$ cat config.mk
export PLATFORM = sky130hd
export DESIGN_NAME = gesture_debouncer_flat
export DESIGN_NICKNAME = d
export VERILOG_FILES = /design/src/rtl/glove_pkg.sv /design/src/rtl/gesture_debouncer_if.sv /design/src/rtl/sync2.sv /design/src/rtl/gesture_debouncer.sv /design/src/flat_wrapper.sv
export SDC_FILE = /design/constraint.sdc
export NUM_CORES = 1
export LEC_CHECK = 0
export CAP_MARGIN = 30
export CORE_UTILIZATION = 58
export CTS_CLUSTER_SIZE = 25
export DETAILED_ROUTE_END_ITERATION = 8
export HOLD_SLACK_MARGIN = 0.1
export PLACE_DENSITY = 0.79
export SLEW_MARGIN = 10
export SYNTH_ARGS = -nofsm -noshare
export SYNTH_HDL_FRONTEND = slang
export SYNTH_SLANG_ARGS = --single-unit
$ cat constraint.sdc
create_clock -name CLOCK_50 -period 2.65 [get_ports CLOCK_50]
set_input_delay 0.53 -clock CLOCK_50 [delete_from_list [all_inputs] [get_ports CLOCK_50]]
set_output_delay 0.53 -clock CLOCK_50 [all_outputs]
set_load 0.01 [all_outputs]
$ cat src/rtl/glove_pkg.sv
// glove_pkg: gesture FSM states, slot count and 50 MHz timing shared by debouncer and draw stage
package glove_pkg;
   typedef enum logic [1:0] {ARMED, SETTLE, OFFER, HOLD} gesture_state_t;
   localparam int CLK_HZ = 50_000_000;
   localparam int STABLE_DEFAULT = CLK_HZ / 20;
   localparam int SLOTS_DEFAULT = 5;
   function automatic logic [2:0] next_slot(input logic [2:0] s, input int slots);
      return (32'(s) >= slots) ? 3'd1 : s + 3'd1;
   endfunction
endpackage

$ cat src/rtl/gesture_debouncer_if.sv
// gesture_debouncer_if: valid/ready gesture offer from debouncer to draw stage
interface gesture_debouncer_if;
   logic valid;
   logic ready;
   logic [4:0] gesture;
   logic [2:0] slot;
   modport master(output valid, gesture, slot, input ready);
   modport slave(input valid, gesture, slot, output ready);
endinterface

$ cat src/rtl/sync2.sv
// sync2: two-flop synchronizer for asynchronous inputs
module sync2 #(
   parameter int WIDTH = 1
) (
   input  logic             CLOCK_50,
   input  logic             resetn,
   input  logic [WIDTH-1:0] d,
   output logic [WIDTH-1:0] q
);
   logic [WIDTH-1:0] meta;
   always_ff @(posedge CLOCK_50) begin
      if (!resetn) begin
         meta <= '0;
         q <= '0;
      end else begin
         meta <= d;
         q <= meta;
      end
   end
endmodule

$ cat src/rtl/gesture_debouncer.sv
// gesture_debouncer: settles glove finger codes and offers each new gesture once with a display slot
module gesture_debouncer
   import glove_pkg::*;
#(
   parameter int STABLE_CYCLES = STABLE_DEFAULT,
   parameter int SLOTS = SLOTS_DEFAULT
) (
   input  logic                  CLOCK_50,
   input  logic                  resetn,
   input  logic [4:0]            finger_raw,
   output logic                  settling,
   gesture_debouncer_if.master   gif
);
   localparam int CW = (STABLE_CYCLES > 1) ? $clog2(STABLE_CYCLES) : 1;
   gesture_state_t state;
   logic [4:0] sync;
   logic [4:0] cand;
   logic [CW-1:0] cnt;
   sync2 #(.WIDTH(5)) u_sync (.CLOCK_50(CLOCK_50), .resetn(resetn), .d(finger_raw), .q(sync));
   always_ff @(posedge CLOCK_50) begin
      if (!resetn) begin
         state <= ARMED;
         gif.valid <= 1'b0;
         gif.gesture <= '0;
         gif.slot <= 3'd1;
         cand <= '0;
         cnt <= '0;
         settling <= 1'b0;
      end else begin
         case (state)
            ARMED: if (sync != '0) begin
               cand <= sync;
               cnt <= '0;
               settling <= 1'b1;
               state <= SETTLE;
            end
            SETTLE: if (sync != cand) begin
               cand <= sync;
               cnt <= '0;
            end else if (cnt == CW'(STABLE_CYCLES - 1)) begin
               settling <= 1'b0;
               // a code that settles to all-open re-arms silently
               if (cand != '0) begin
                  gif.valid <= 1'b1;
                  gif.gesture <= cand;
                  state <= OFFER;
               end else begin
                  state <= ARMED;
               end
            end else if (cnt != '1) begin
               cnt <= cnt + 1'b1;
            end
            OFFER: if (gif.ready) begin
               gif.valid <= 1'b0;
               gif.slot <= next_slot(gif.slot, SLOTS);
               state <= HOLD;
            end
            HOLD: if (sync != gif.gesture) begin
               cand <= sync;
               cnt <= '0;
               settling <= 1'b1;
               state <= SETTLE;
            end
         endcase
      end
   end
endmodule

$ cat src/flat_wrapper.sv
// flat-port wrapper written by rule: the top's interface ports become plain ports
module gesture_debouncer_flat import glove_pkg::*;
#(
   parameter int STABLE_CYCLES = STABLE_DEFAULT,
   parameter int SLOTS = SLOTS_DEFAULT
)
  (CLOCK_50, resetn, finger_raw, settling, gif_valid, gif_gesture, gif_slot, gif_ready);
  gesture_debouncer_if gif_i ();
  input  logic CLOCK_50;
  input  logic resetn;
  input  logic [4:0] finger_raw;
  output logic settling;
  output wire logic [$bits(gif_i.valid)-1:0] gif_valid;
  output wire logic [$bits(gif_i.gesture)-1:0] gif_gesture;
  output wire logic [$bits(gif_i.slot)-1:0] gif_slot;
  input wire logic [$bits(gif_i.ready)-1:0] gif_ready;
  assign gif_valid = gif_i.valid;
  assign gif_gesture = gif_i.gesture;
  assign gif_slot = gif_i.slot;
  assign gif_i.ready = gif_ready;
  gesture_debouncer #(.STABLE_CYCLES(STABLE_CYCLES), .SLOTS(SLOTS)) u_core (.CLOCK_50(CLOCK_50), .resetn(resetn), .finger_raw(finger_raw), .settling(settling), .gif(gif_i));
endmodule
==> flow_summary.json <==
{
  "endpoint": "u_core.cnt[12]",
  "crit_path_start_kind": "register",
  "worstSetupPathType": "register to register",
  "hp-class": "register to register",
  "seqPwrFrac": 0.475,
  "arrival_ns": 2.72,
  "core_area_mm2": 0.004144,
  "ys_ff_latch": 49,
  "switching_share": 0.3343,
  "grt_overflow": 0,
  "syn-cell-area_mm2": 0.002577,
  "num_rows": 23,
  "ys_warn_count": 0,
  "finalCritPeriodShare": 0.9379,
  "tritoncts": "yes",
  "timing.fmax_mhz": 402.4,
  "reg2reg_slack_ns": 0.16,
  "cts_buffers": 5,
  "required_ns": 2.88,
  "hold_viol_final": 0,
  "final_area_mm2": 0.002925,
  "grt_max_degree": 27,
  "drt_drc_violations_left": 0,
  "grt_usage": 0.2824,
  "area_growth_pct": 13.50,
  "start_util": 0.6220,
  "cts-hold-fix-buffers": 0,
  "fin_crit_ns": 2.485,
  "numClockSinks": 49,
  "synth_area_per_cell_um2": 8.261,
  "wl_met2_um": 2720,
  "hold_depth": 1,
  "drt-initial-drc-count": 251,
  "ant_nets": 0,
  "antenna_found_initial": 0,
  "clk_pin_slew_ns": 0.11,
  "clock_path_buffers": 2,
  "timing.rr.start": "u_core.state[0]",
  "synthDistinctLibCells": 53,
  "seq_area_frac_synth": 0.3806,
  "wirelength_um": 6223,
  "final_cell_mix": "dfxtp_1, nand2_1, a21oi_1, o21ai_0",
  "ir_drop_v": 0.0005075,
  "status": "completed",
  "fin_util": 0.7059,
  "insertion_delay_ns": 0.32,
  "place_ws_ns": 0.1541,
  "htree_levels": 2,
  "placedInstanceArea_mm2": 0.002826,
  "fin_nets": 349,
  "vias": 2424,
  "first_global_vias": 2073,
  "drive_gt1_frac": 0.09610,
  "clkPwrFrac": 0.287,
  "fin_skew_ns": 0.01292,
  "synth_flop_cell": "dfxtp_1",
  "maxSlewViolCount": 0,
  "worst_pin_slew_ns": 0.7605,
  "p_per_area_mw_per_mm2": 572.3,
  "pwr-share-comb": 0.238,
  "ios": 18,
  "synth_edf_count": 0,
  "cp-startpoint": "u_core.state[0]",
  "dp_hpwl_um": 4416,
  "top_layer": "met4",
  "place.gp.congestion": 0.9483,
  "die_w_um": 68.66,
  "finalSetupViolCount": 0,
  "dieHeight_um": 68.66,
  "cts_root_buf": "clkbuf_8",
  "grt_setup_unrepaired": "no",
  "wl_met1_um": 2877,
  "io_buffers": 17,
  "tns_ns": 0,
  "grt_pass1_wl_um": 9701,
  "synthCells": 312,
  "slew_headroom": 0.4925,
  "mostFrequentLayoutCell": "dfxtp_1",
  "viasPerCell": 6.329,
  "dr_wl_met3_um": 461,
  "die_area_mm2": 0.004714,
  "ff2ff_path_depth": 9,
  "wl_per_cell_um": 16.25,
  "async_flop_share": 0,
  "post-route-worst-setup-slack_ns": 0.1647,
  "intPower_mw": 1.114,
  "diodes": 0,
  "rr_endpoint": "u_core.cnt[12]",
  "max-cap-violations": 0,
  "cp_max_fo": 10,
  "p_switching_uw": 559.7,
  "synth_nets": 329,
  "dr.pass1.iters": 4,
  "end_kind": "register",
  "leakage_nw": 1.085
}
==> power by group through the flow <==
stage | clock network [mW] | logic (mW) | registers (mW)
2_1_floorplan | 0 | 0.258 | 0.806
3_3_place_gp | 0 | 0.384 | 0.810
5_1_grt | 0.509 | 0.442 | 0.800
3_5_place_dp | 0 | 0.386 | 0.811
6_report | 0.480 | 0.399 | 0.795
4_1_cts | 0.485 | 0.389 | 0.794
==> timing repair <==
item | CTS | global route
buffers inserted | 0 | 0
setup endpoints to repair | 0 | 4
resized for setup | 0 | 1
==> critical path, stage by stage, from the launching register on <==
cell and delay (ns):
dfxtp_1 0.43, inv_1 0.11, ha_1 0.22, nand2b_1 0.09, o21bai_1 0.09, o21bai_2 0.30
or2_0 0.34, buf_4 0.20, or4_1 0.46, a21oi_1 0.17
==> state kept, by name, indices dropped and copies added (netlist names) <==
register and cells:
u_core.gif.valid 1, u_core.u_sync.q 5, u_core.gif.slot 3, u_core.cnt 22, u_core.gif.gesture 5, u_core.state 2, u_core.cand 5, u_core.u_sync.meta 5
u_core.settling 1
==> per-layer routing <==
layer | GRT usage | vias up
li1 | - | 1174
met1 | 0.3703 | 1127
met2 | 0.4375 | 105
met3 | 0.06579 | 18
met4 | 0.1276 | 0
met5 | 0 | -
==> cell families (layout without fill, tap and decap cells) <==
kind of cell | after synthesis | in the layout | synth area share
simple gates | 138 | 138 | 0.3019
compound gates | 78 | 78 | 0.1830
flops | 49 | 49 | 0.3806
buf+inv | 23 | 44 | 0.03738
xor+xnor | 10 | 10 | 0.03398
fa+ha+maj | 9 | 9 | 0.04369
mux | 5 | 5 | 0.01942
==> per-stage QoR <==
stage                     hold WS (ns)  total power, mW  cells
after CTS                       0.4419            1.668    383
final                           0.4421            1.674    383
after global routing            0.4566            1.751    383
after global placement          0.4130            1.194    375
after detailed placement        0.4169            1.198    375
after floorplan                 0.4119            1.064    312
==> cells in the mapped netlist (6+ instances only) <==
cell      instances  area (µm²)
nor2_1           13       48.80
nand3_1          17       85.08
inv_1             8       30.03
o21ai_0          23       115.1
nand4_1          10       62.56
dfxtp_1          49       980.9
a31oi_1           8       50.05
clkbuf_1         12       45.04
nor4_1            6       37.54
ha_1              9       112.6
nand2_1          39       146.4
a21oi_1          23       115.1
and2_1           14       87.58
==> area by class of cell <==
type | count | area, µm²
inverters | 8 | 30.03
clock inverters | 3 | 26.28
clock buffers | 5 | 68.82
well taps | 50 | 62.56
flip-flops and latches | 49 | 980.9
multi-input cells | 240 | 1504
fillers | 343 | 1219
repair buffers | 28 | 252.7
==> worst min-delay path by stage <==
stage	start	end	slack [ns]
finish	u_core.u_sync.meta[2]	u_core.u_sync.q[2]	0.44
global route	u_core.u_sync.meta[1]	u_core.u_sync.q[1]	0.46
global placement	u_core.u_sync.meta[1]	u_core.u_sync.q[1]	0.41
CTS	u_core.u_sync.meta[2]	u_core.u_sync.q[2]	0.44
floorplan	u_core.u_sync.meta[0]	u_core.u_sync.q[0]	0.41
detailed placement	u_core.u_sync.meta[2]	u_core.u_sync.q[2]	0.42
(Power assumes the default switching activity.)
